## config.mk

```make
export PLATFORM = sky130hd
export DESIGN_NAME = mem_port_arbiter
export DESIGN_NICKNAME = d
export VERILOG_FILES = /design/src/rtl/mem_port_arbiter.sv
export SDC_FILE = /design/constraint.sdc
export NUM_CORES = 1
export LEC_CHECK = 0
export CAP_MARGIN = 20
export CORE_ASPECT_RATIO = 0.9
export CORE_UTILIZATION = 41
export CTS_CLUSTER_DIAMETER = 100
export DETAILED_ROUTE_END_ITERATION = 7
export PLACE_DENSITY = 0.73
export SYNTH_ARGS = -nofsm -noshare
export SYNTH_HDL_FRONTEND = slang
export SYNTH_SLANG_ARGS = --single-unit
```

## constraint.sdc

```tcl
create_clock -name clk -period 1.85 [get_ports clk]
set_clock_uncertainty 0.2 [all_clocks]
set_input_delay 0.4625 -clock clk [delete_from_list [all_inputs] [get_ports clk]]
set_output_delay 0.4625 -clock clk [all_outputs]
set_load 0.01 [all_outputs]
```

## src/rtl/mem_port_arbiter.sv

```systemverilog
// Round-robin arbiter sharing one memory port among four requesters.
// Owns the port for a whole burst, releasing on the owner's last beat, on
// hitting the burst-length cap, or when the owner drops its request. Every
// release is followed by exactly one idle cycle before the next grant.
module mem_port_arbiter #(
  parameter int MAX_BURST = 8
) (
  input  logic       clk,
  input  logic       rst,
  input  logic [3:0] req,
  input  logic [3:0] last,
  input  logic       port_ready,
  output logic [3:0] gnt,
  output logic [1:0] sel,
  output logic       port_valid,
  output logic [3:0] beat_ack,
  output logic       busy
);

  localparam int CNT_W = $clog2(MAX_BURST + 1);

  typedef enum logic {IDLE, BUSY} state_t;

  state_t           state;
  state_t           state_nxt;
  logic [1:0]       last_owner;
  logic [CNT_W-1:0] count;
  logic [1:0]       winner;
  logic             any_req;
  logic             beat;
  logic             cap_hit;
  logic             release_burst;

  // Round-robin pick: first requester after the previous owner, with wrap.
  always_comb begin
    logic [1:0] idx;
    logic       found;
    winner = last_owner;
    idx    = last_owner;
    found  = 1'b0;
    for (int k = 1; k <= 4; k++) begin
      idx = last_owner + 2'(k);
      if (!found && req[idx]) begin
        winner = idx;
        found  = 1'b1;
      end
    end
  end

  assign any_req    = |req;
  assign busy       = (state == BUSY);
  assign port_valid = busy & req[sel];
  assign beat       = port_valid & port_ready;
  assign beat_ack   = gnt & {4{beat}};
  // The beat taken while count is MAX_BURST-1 is the one that reaches the cap.
  assign cap_hit    = (count == CNT_W'(MAX_BURST - 1));
  // Abandon needs no beat; last-beat and cap together form a single release.
  assign release_burst = busy & (~req[sel] | (beat & (last[sel] | cap_hit)));

  // State register.
  always_ff @(posedge clk) begin
    if (rst) state <= IDLE;
    else     state <= state_nxt;
  end

  // Next-state logic: grant from IDLE on any request, return to IDLE on release.
  always_comb begin
    state_nxt = state;
    case (state)
      IDLE:    if (any_req)       state_nxt = BUSY;
      BUSY:    if (release_burst) state_nxt = IDLE;
      default: state_nxt = IDLE;
    endcase
  end

  // Grant, mux select, beat count and round-robin pointer; sel is left alone
  // on release so the datapath mux stays stable through IDLE.
  always_ff @(posedge clk) begin
    if (rst) begin
      gnt        <= 4'b0000;
      sel        <= 2'd0;
      count      <= '0;
      last_owner <= 2'd3;
    end else if (state == IDLE) begin
      if (any_req) begin
        gnt   <= 4'b0001 << winner;
        sel   <= winner;
        count <= '0;
      end
    end else if (release_burst) begin
      gnt        <= 4'b0000;
      count      <= '0;
      last_owner <= sel;
    end else if (beat) begin
      count <= count + CNT_W'(1);
    end
  end

endmodule

```

==> run_results.csv, run 1 <==
group,metric,value,unit
yosys,syn_area,808,um^2
power_and_ir_drop,irDropWorstVdd,508,uV
job,cap_viol_max_count,0,
drt,dr.first_iter.drc_count,15,
sta,fin_hold_ws,0.296,ns
setup_path,r2r_setup_slack,-0.10,ns
drt,post_drt_wl_per_cell,13.4,um
setup_path,crit_path_cell_trace,"clkdlybuf4s15_2, mux4_2, nand2_4, inv_6, and3_4, buf_6",
clock_network,cts_root_buf,"clkbuf_4",
power_and_ir_drop,power_frac_comb,46.0,%
sta,hold_viol_final,0,
setup_path,arrival,1.61,ns
global_route,grt_util_met3,5.84,%
place,hpwl,1520,um
setup_path,cp-start-kind,"primary input",
die,rows,14,
clock_network,postCtsHoldBufs,0,
setup_path,crit_required,1.19,ns
min_path,holdPathStages,2,
global_route,grt_pass1_wl,3510,um
setup_path,worstPathMaxFanout,6,
finish,final_cell_area,0.00123,mm^2
sta,worstMarginPinSlew,0.298,ns
yosys,yosys_warnings,0,
place,postPlaceCellArea,0.00117,mm^2
power_and_ir_drop,power_leakage,0.521,nW
clock_network,clock_latency,0.27,ns
sta,finalCriticalPeriod,2.28,ns
run_status,violations,"setup timing",
setup_path,r2r-start,"sel[0]",
drt,dr.pass1.iters,4,
setup_path,r2r_end,"gnt[2]",
drt,wirelength,1970,um
finish,diodes,0,
global_route,grt_busiest_layer,"met2",
setup_path,reg2reg_depth,8,
clock_network,cts.sinks,13,
power_and_ir_drop,intPower,0.638,mW
global_route,met2_usage,39.4,%
global_route,overflow,0,
global_route,grt_use_met1,25.1,%
power_and_ir_drop,powerDensity,797,mW/mm^2
clock_network,clk_pin_slew,0.08,ns
finish,final_layout_size_suffix_gt1_share,38.2,%
global_route,grt_max_degree,9,
run_status,status,"complete, but fails checks",
setup_path,setup.worst_path.class,"in2out",
yosys,seq_area_frac_synth,32.2,%
finish,syn2layout_area_growth,51.7,%
power_and_ir_drop,p_switching,0.339,mW
power_and_ir_drop,power.share.clock,18.3,%
die,ios,23,
sta,setup_viol,12,
place,portBuffers,22,
clock_network,cts_made_buffers,3,
power_and_ir_drop,switching_share,34.7,%
sta,period_share,123,%
drt,avgViaCountPerCell,5.27,
setup_path,cp-end-kind,"primary output",
die,start_util,46.1,%
die,core_area,0.00175,mm^2
setup_path,crit_end,"beat_ack[2]",
yosys,syn-num-nets,97,
drt,drcViolationCount,0,
yosys,synth_seq_cells,13,
clock_network,cts_tree,"yes",
yosys,yosys.cell_types.count,36,
global_route,grt_pass1_vias,805,
setup_path,max_stage_delay,0.51,ns
yosys,syn_avg_cell_area,9.51,um^2
clock_network,clk_path_buf_depth,2,
sta,rsz0062_at_grt,"yes",
power_and_ir_drop,seqPwrFrac,35.7,%
sta,fin_ws,-0.426,ns
die,die_x,48.8,um
die,die_area,0.00215,mm^2
clock_network,htree_levels,1,
drt,ant_nets,0,
min_path,min_path_type,"reg2reg",
drt,vias,774,
global_route,antenna_found_initial,0,
sta,drv_slew,0,
finish,final_cells,147,
finish,nNetsFinal,136,
sta,fmax,0.439,GHz
setup_path,crit_start,"req[2]",
place,dp_cells,142,
sta,maxSlewHeadroom,80.1,%
place,place.gp.congestion,0.751,
die,die_h,44.1,um
global_route,gr-usage-all-layers,21.4,%
setup_path,critPathSlowestCell,"mux4_2",
power_and_ir_drop,p_total,0.977,mW
finish,fill_cells,150,
yosys,syn_inst,85,
## cell families after synthesis
logic type / after synthesis / synth area share, %
and+or+nand+nor: 37 / 26.9
adders and majority gates: 1 / 1.55
buffers and inverters: 6 / 5.73
DFF: 13 / 32.2
AOI/OAI and AO/OA: 20 / 22.4
muxes: 5 / 7.89
xor gates and xnor gates: 3 / 3.25
## power groups by stage
stage	clock (mW)	sequential, mW	combinational (mW)
final	0.178	0.349	0.449
after global routing	0.197	0.355	0.483
after CTS	0.183	0.349	0.459
after detailed placement	0	0.355	0.441
after global placement	0	0.355	0.435
after floorplan	0	0.369	0.227
## cells in the final DEF, fill, tap and decap left out, drive strengths merged
cell type      instances
and3                   6
o211ai                 1
clkbuf                 5
a21boi                 2
mux4                   1
nand4b                 1
o22ai                  5
o21ai                  2
a21o                   1
nand2b                10
a211oi                 1
nor3                   5
nand2                  4
o221ai                 2
mux2i                  3
mux2                   1
nand4                  1
dfxtp                 13
ha                     1
inv                    2
a31oi                  1
clkdlybuf4s50          5
xor2                   3
dlygate4sd2            7
buf                   20
a221oi                 1
or2                    1
clkdlybuf4s15          4
nor2                   9
dlymetal6s2s           1
a21oi                  4
## synthesized netlist by cell type
master          instances  share of area, %
a211oi_1                1              0.93
a21boi_1                1              0.93
a21boi_2                1               1.4
a21o_1                  1              0.93
a21oi_1                 2               1.2
a21oi_2                 1               1.1
a21oi_4                 1               2.0
a221oi_1                1               1.1
a31oi_2                 1               1.5
and3_1                  6               4.6
buf_2                   1              0.62
buf_4                   1              0.93
buf_6                   1               1.4
dfxtp_1                13                32
dlymetal6s2s_1          1               1.5
ha_1                    1               1.5
inv_1                   1              0.46
inv_4                   1              0.77
mux2_2                  1               1.4
mux2i_1                 3               3.7
mux4_2                  1               2.8
nand2_1                 3               1.4
nand2_4                 1               1.4
nand2b_1               10               7.7
nand4_1                 1              0.77
nand4b_1                1               1.1
nor2_1                  9               4.2
nor3_1                  2               1.2
nor3_2                  3               3.7
o211ai_1                1              0.93
o21ai_1                 2               1.2
o221ai_1                2               2.2
o22ai_1                 1              0.77
o22ai_2                 4               6.2
or2_0                   1              0.77
xor2_1                  3               3.3
## registers in the layout, summed over array words and instances, names as in the netlist
| signal | flops |
|---|---|
| count | 4 |
| sel | 2 |
| last_owner | 2 |
| busy | 1 |
| gnt | 4 |
## worst min path at each step
stage / startpoint / endpoint
5_1_grt: count[1] / count[1]
3_3_place_gp: count[1] / count[1]
3_5_place_dp: count[1] / count[1]
4_1_cts: count[1] / count[1]
2_1_floorplan: count[1] / count[1]
6_report: count[1] / count[1]
## per-layer routing
| metal | share of wire [%] | vias to the layer above |
|---|---|---|
| met5 | 0 | - |
| met4 | 0 | 0 |
| met3 | 7.4 | 0 |
| met2 | 48 | 33 |
| met1 | 45 | 354 |
| li1 | - | 387 |
## what timing repair did
action,CTS,global route
pin swaps,5,3
cloned,0,0
setup buffers,3,1
setup endpoints to repair,22,16
resized for setup,44,5
## stage by stage
stage | setup WS, ns | util [%] | TNS [ns]
finish | -0.426 | 70.0 | -2.74
global route | -0.477 | 70.0 | -3.27
CTS | -0.441 | 70.9 | -4.49
detailed placement | -1.05 | 66.9 | -11.13
global placement | -1.02 | 66.9 | -10.56
floorplan | -0.119 | - | -0.476
## cell type report
| type | instances | area (um^2) | share of cell area [%] |
|---|---|---|---|
| timing repair buffer | 38 | 357 | 29.1 |
| inverter | 2 | 12.5 | 1.02 |
| multi-input combinational | 66 | 538 | 43.9 |
| clock buffer | 4 | 26.3 | 2.14 |
| sequential | 13 | 263 | 21.4 |
| tap | 24 | 30.0 | 2.45 |
## critical path, delay by kind of cell
kind,cells,cell delay (ns)
simple gates,2,0.28
mux,1,0.51
buf+inv,3,0.35
Note: power is estimated with default switching activity, not from simulation.
==> run 2, diff against run 1 <==
Settings changed: CORE_MARGIN set to 5, TNS_END_PERCENT set to 10.
==> run 2 against run 1 <==
The run still ends with setup timing left. Clock-buffer cell count unchanged. Non-clock buffer count rose by 2. Global-route usage fell by 5.4 points.
==> run_results.csv, run 2 (synthesized netlist as in run 1, its figures left out) <==
group,metric,value,unit
run_status,status,"complete, but fails checks",
run_status,violations,"setup timing",
min_path,min_path_type,"reg2reg",
drt,dr.first_iter.drc_count,26,
finish,fill_cells,153,
place,portBuffers,22,
place,postPlaceCellArea,0.00115,mm^2
sta,setup_viol,12,
setup_path,arrival,1.61,ns
place,hpwl,1600,um
clock_network,postCtsHoldBufs,0,
power_and_ir_drop,power.share.clock,19.3,%
drt,dr.pass1.iters,4,
drt,ant_nets,0,
sta,fin_ws,-0.422,ns
global_route,antenna_found_initial,0,
setup_path,cp-start-kind,"primary input",
global_route,overflow,0,
die,ios,23,
finish,layout_common_cells,"buf_4 (17), dfxtp_1 (12), nand2b_1 (10), nor2_1 (9), dlygate4sd2_1 (8)",
finish,final_layout_size_suffix_gt1_share,38.4,%
power_and_ir_drop,p_total,0.950,mW
sta,drv_slew,0,
clock_network,cts_root_buf,"clkbuf_4",
setup_path,setup.worst_path.class,"in2out",
clock_network,clk_pin_slew,0.08,ns
drt,drcViolationCount,0,
die,die_area,0.00296,mm^2
clock_network,cts_tree,"yes",
setup_path,crit_required,1.19,ns
sta,hold_viol_final,0,
die,rows,15,
drt,wirelength,2080,um
die,die_h,52.1,um
power_and_ir_drop,intPower,0.612,mW
clock_network,clock_latency,0.28,ns
sta,fmax,0.440,GHz
finish,diodes,0,
clock_network,htree_levels,1,
finish,final_common_cell,"buf_4",
power_and_ir_drop,power_frac_comb,43.9,%
power_and_ir_drop,power_leakage,0.509,nW
setup_path,reg2reg_depth,8,
sta,finalCriticalPeriod,2.27,ns
die,core_area,0.00190,mm^2
sta,rsz0062_at_grt,"yes",
power_and_ir_drop,p_switching,0.338,mW
sta,period_share,123,%
sta,maxSlewHeadroom,76.2,%
job,cap_viol_max_count,0,
clock_network,cts_made_buffers,3,
finish,final_cell_area,0.00121,mm^2
global_route,grt_pass1_vias,829,
power_and_ir_drop,powerDensity,787,mW/mm^2
global_route,grt_pass1_wl,3650,um
power_and_ir_drop,switching_share,35.6,%
place,place.gp.congestion,0.730,
die,start_util,42.6,%
clock_network,cts.sinks,13,
global_route,grt_max_degree,9,
finish,nNetsFinal,138,
drt,vias,801,
power_and_ir_drop,irDropWorstVdd,541,uV
finish,top_regs,"count: 4 flops, gnt: 4 flops",
global_route,gr-usage-all-layers,16.1,%
clock_network,clk_path_buf_depth,2,
sta,worstMarginPinSlew,0.356,ns
power_and_ir_drop,seqPwrFrac,36.8,%
finish,syn2layout_area_growth,49.4,%
setup_path,cp-end-kind,"primary output",
min_path,holdPathStages,2,
drt,avgViaCountPerCell,5.34,
setup_path,worstPathMaxFanout,6,
drt,post_drt_wl_per_cell,13.9,um
die,die_x,56.8,um
-- run 2: power by group through the flow --
stage / clock [mW] / combinational, mW / sequential (mW)
6_report: 0.183 / 0.417 / 0.350
5_1_grt: 0.199 / 0.454 / 0.354
4_1_cts: 0.180 / 0.406 / 0.350
3_5_place_dp: 0 / 0.410 / 0.356
3_3_place_gp: 0 / 0.401 / 0.355
2_1_floorplan: 0 / 0.227 / 0.369
-- run 2: path summary, 6_finish.rpt --
| path | from | to | slack [ns] |
|---|---|---|---|
| max | req[2] | beat_ack[3] | -0.42 |
| min | count[1] | count[1] | 0.31 |
| max reg2reg | sel[0] | gnt[2] | -0.26 |
| min reg2reg | count[1] | count[1] | 0.31 |
-- run 2: through the flow --
stage	TNS, ns	hold slack (ns)	setup WS [ns]	instances	utilization (%)
floorplan	-0.476	0.244	-0.119	85	-
global placement	-10.91	0.257	-1.02	142	60.8
detailed placement	-11.55	0.283	-1.06	142	60.8
CTS	-2.99	0.293	-0.435	148	62.9
global route	-4.34	0.324	-0.460	150	63.7
finish	-3.67	0.312	-0.422	150	63.7
-- run 2: area by class of cell --
| class | instances | area [um^2] | area share [%] |
|---|---|---|---|
| multi-input combinational | 66 | 526 | 43.5 |
| timing repair buffer | 40 | 350 | 29.0 |
| sequential | 13 | 262 | 21.7 |
| tap | 25 | 31.3 | 2.59 |
| clock buffer | 4 | 26.3 | 2.18 |
| inverter | 2 | 12.5 | 1.04 |
-- run 2: repair_timing --
item | CTS | global route
endpoints found under the setup margin | 24 | 14
pin swaps | 5 | 3
resized for setup | 39 | 3
gates cloned | 0 | 0
buffers inserted | 2 | 2
-- run 2: worst max-delay path, stage by stage --
cell             delay (ns)
clkdlybuf4s15_2        0.20
mux4_2                 0.51
nand2_4                0.11
inv_6                  0.04
and3_4                 0.17
buf_6                  0.11
-- run 2: layer usage --
| metal | vias to the layer above | global-route usage, % | wire [um] |
|---|---|---|---|
| li1 | 391 | - | - |
| met1 | 381 | 19.5 | 977 |
| met2 | 27 | 25.6 | 975 |
| met3 | 2 | 4.96 | 112 |
| met4 | 0 | 8.49 | 17 |
| met5 | - | 0 | 0 |
==> run 3, diff against run 2 <==
Settings changed: CORE_UTILIZATION 41 to 42, PLACE_DENSITY 0.73 to 0.72.
Clock period 1.85 ns to 2.6 ns, I/O delays scaled along.
==> run 3 against run 2 <==
The flow now finishes without violations. Worst setup slack gained 0.48 ns. Die area shrank 1.9%. Hold slack lost 0.018 ns. Sequential cell count is the same. Critical path type unchanged. Largest cell class unchanged.
==> run_results.csv, run 3 (synthesized netlist as in run 1, its figures left out) <==
group,metric,value,unit
run_status,status,"complete, no violations",
power_and_ir_drop,p_switching,0.224,mW
global_route,grt_max_degree,16,
global_route,antenna_found_initial,0,
setup_path,crit_required,1.75,ns
sta,maxSlewHeadroom,63.4,%
drt,vias,760,
sta,period_share,97.8,%
finish,nNetsFinal,133,
sta,fmax,0.393,GHz
setup_path,max_stage_delay,0.50,ns
clock_network,htree_levels,1,
finish,final_layout_size_suffix_gt1_share,35.8,%
die,start_util,43.1,%
clock_network,cts.sinks,13,
finish,layout_common_cells,"dfxtp_1 (13), clkdlybuf4s50_1 (13), buf_4 (13), nand2b_1 (10), nor2_1 (9)",
setup_path,arrival,1.69,ns
die,die_x,56.2,um
finish,fill_cells,170,
sta,worstMarginPinSlew,0.547,ns
finish,top_regs,"count: 4 flops, gnt: 4 flops",
power_and_ir_drop,power_frac_comb,42.6,%
drt,drcViolationCount,0,
die,rows,15,
min_path,holdPathStages,2,
die,core_area,0.00188,mm^2
clock_network,cts_made_buffers,3,
place,hpwl,1490,um
power_and_ir_drop,seqPwrFrac,38.7,%
die,die_h,51.6,um
die,die_area,0.00290,mm^2
global_route,grt_pass1_wl,3510,um
clock_network,clock_latency,0.27,ns
min_path,min_path_type,"reg2reg",
global_route,grt_pass1_vias,788,
global_route,overflow,0,
setup_path,critPathSlowestCell,"mux4_2",
finish,final_cell_area,0.00115,mm^2
sta,hold_viol_final,0,
finish,regArea,260,um^2
drt,avgViaCountPerCell,5.24,
setup_path,reg2reg_depth,6,
setup_path,worstPathMaxFanout,6,
place,portBuffers,22,
power_and_ir_drop,power.share.clock,18.7,%
setup_path,cp-start-kind,"primary input",
sta,rsz0062_at_grt,"no",
global_route,gr-usage-all-layers,15.0,%
power_and_ir_drop,power_leakage,0.455,nW
setup_path,crit_path_cell_trace,"buf_2, mux4_2, nand2_4, inv_4, and3_4, buf_6",
clock_network,clk_path_buf_depth,2,
power_and_ir_drop,intPower,0.430,mW
place,place.gp.congestion,0.733,
finish,syn2layout_area_growth,42.4,%
sta,finalCriticalPeriod,2.54,ns
power_and_ir_drop,powerDensity,569,mW/mm^2
job,cap_viol_max_count,0,
finish,multi_input_area,522,um^2
setup_path,setup.worst_path.class,"in2out",
power_and_ir_drop,switching_share,34.3,%
drt,dr.first_iter.drc_count,7,
clock_network,clk_pin_slew,0.08,ns
clock_network,cts_tree,"yes",
drt,dr.pass1.iters,4,
place,postPlaceCellArea,0.00111,mm^2
die,ios,23,
drt,ant_nets,0,
drt,wirelength,1930,um
clock_network,cts_root_buf,"clkbuf_4",
sta,drv_slew,0,
finish,diodes,0,
finish,fin_util,61.3,%
sta,setup_viol,0,
power_and_ir_drop,irDropWorstVdd,321,uV
clock_network,postCtsHoldBufs,0,
setup_path,cp-end-kind,"primary output",
drt,post_drt_wl_per_cell,13.3,um
run 3: area by class of cell:
type / count / area share (%)
Tap cell: 25 / 2.72
Multi-Input combinational cell: 66 / 45.3
Inverter: 2 / 0.870
Clock buffer: 4 / 2.28
Sequential cell: 13 / 22.6
Timing Repair Buffer: 35 / 26.2
run 3: worst max-delay path, delay by kind of cell:
family / cells / cell delay (ns)
buffers and inverters: 3 / 0.27
multiplexers: 1 / 0.50
AND/OR/NAND/NOR: 2 / 0.26
run 3: metrics by stage:
step	hold WS, ns	power (mW)	setup TNS, ns	setup WS, ns	instances
final	0.294	0.655	0	0.0580	145
after global routing	0.331	0.701	0	0.0214	145
after CTS	0.298	0.660	0	0.0532	145
after detailed placement	0.287	0.533	-3.15	-0.668	140
after global placement	0.259	0.527	-3.02	-0.640	140
after floorplan	0.244	0.420	0	0.224	85
run 3: per-layer routing:
metal | vias to the layer above | part of all wire, % | GRT usage [%]
li1 | 381 | - | -
met1 | 360 | 49 | 18.7
met2 | 17 | 46 | 25.5
met3 | 2 | 4.4 | 4.47
met4 | 0 | 0.47 | 3.56
met5 | - | 0 | 0
run 3: repair_timing:
item	in CTS	in global routing
setup buffers	1	0
endpoints found under the setup margin	5	0
resized for setup	41	0
run 3: worst paths after layout:
| check | start | to | slack [ns] |
|---|---|---|---|
| max | req[3] | beat_ack[2] | 0.06 |
| min | count[1] | count[1] | 0.29 |
| min reg2reg | count[1] | count[1] | 0.29 |
| max reg2reg | sel[0] | gnt[2] | 0.69 |
run 3: power by group through the flow:
stage	Sequential, mW	Combinational (mW)	Clock, mW
after global routing	0.258	0.306	0.137
after detailed placement	0.257	0.276	0
after global placement	0.256	0.272	0
after floorplan	0.262	0.158	0
final	0.253	0.279	0.123
after CTS	0.253	0.281	0.127
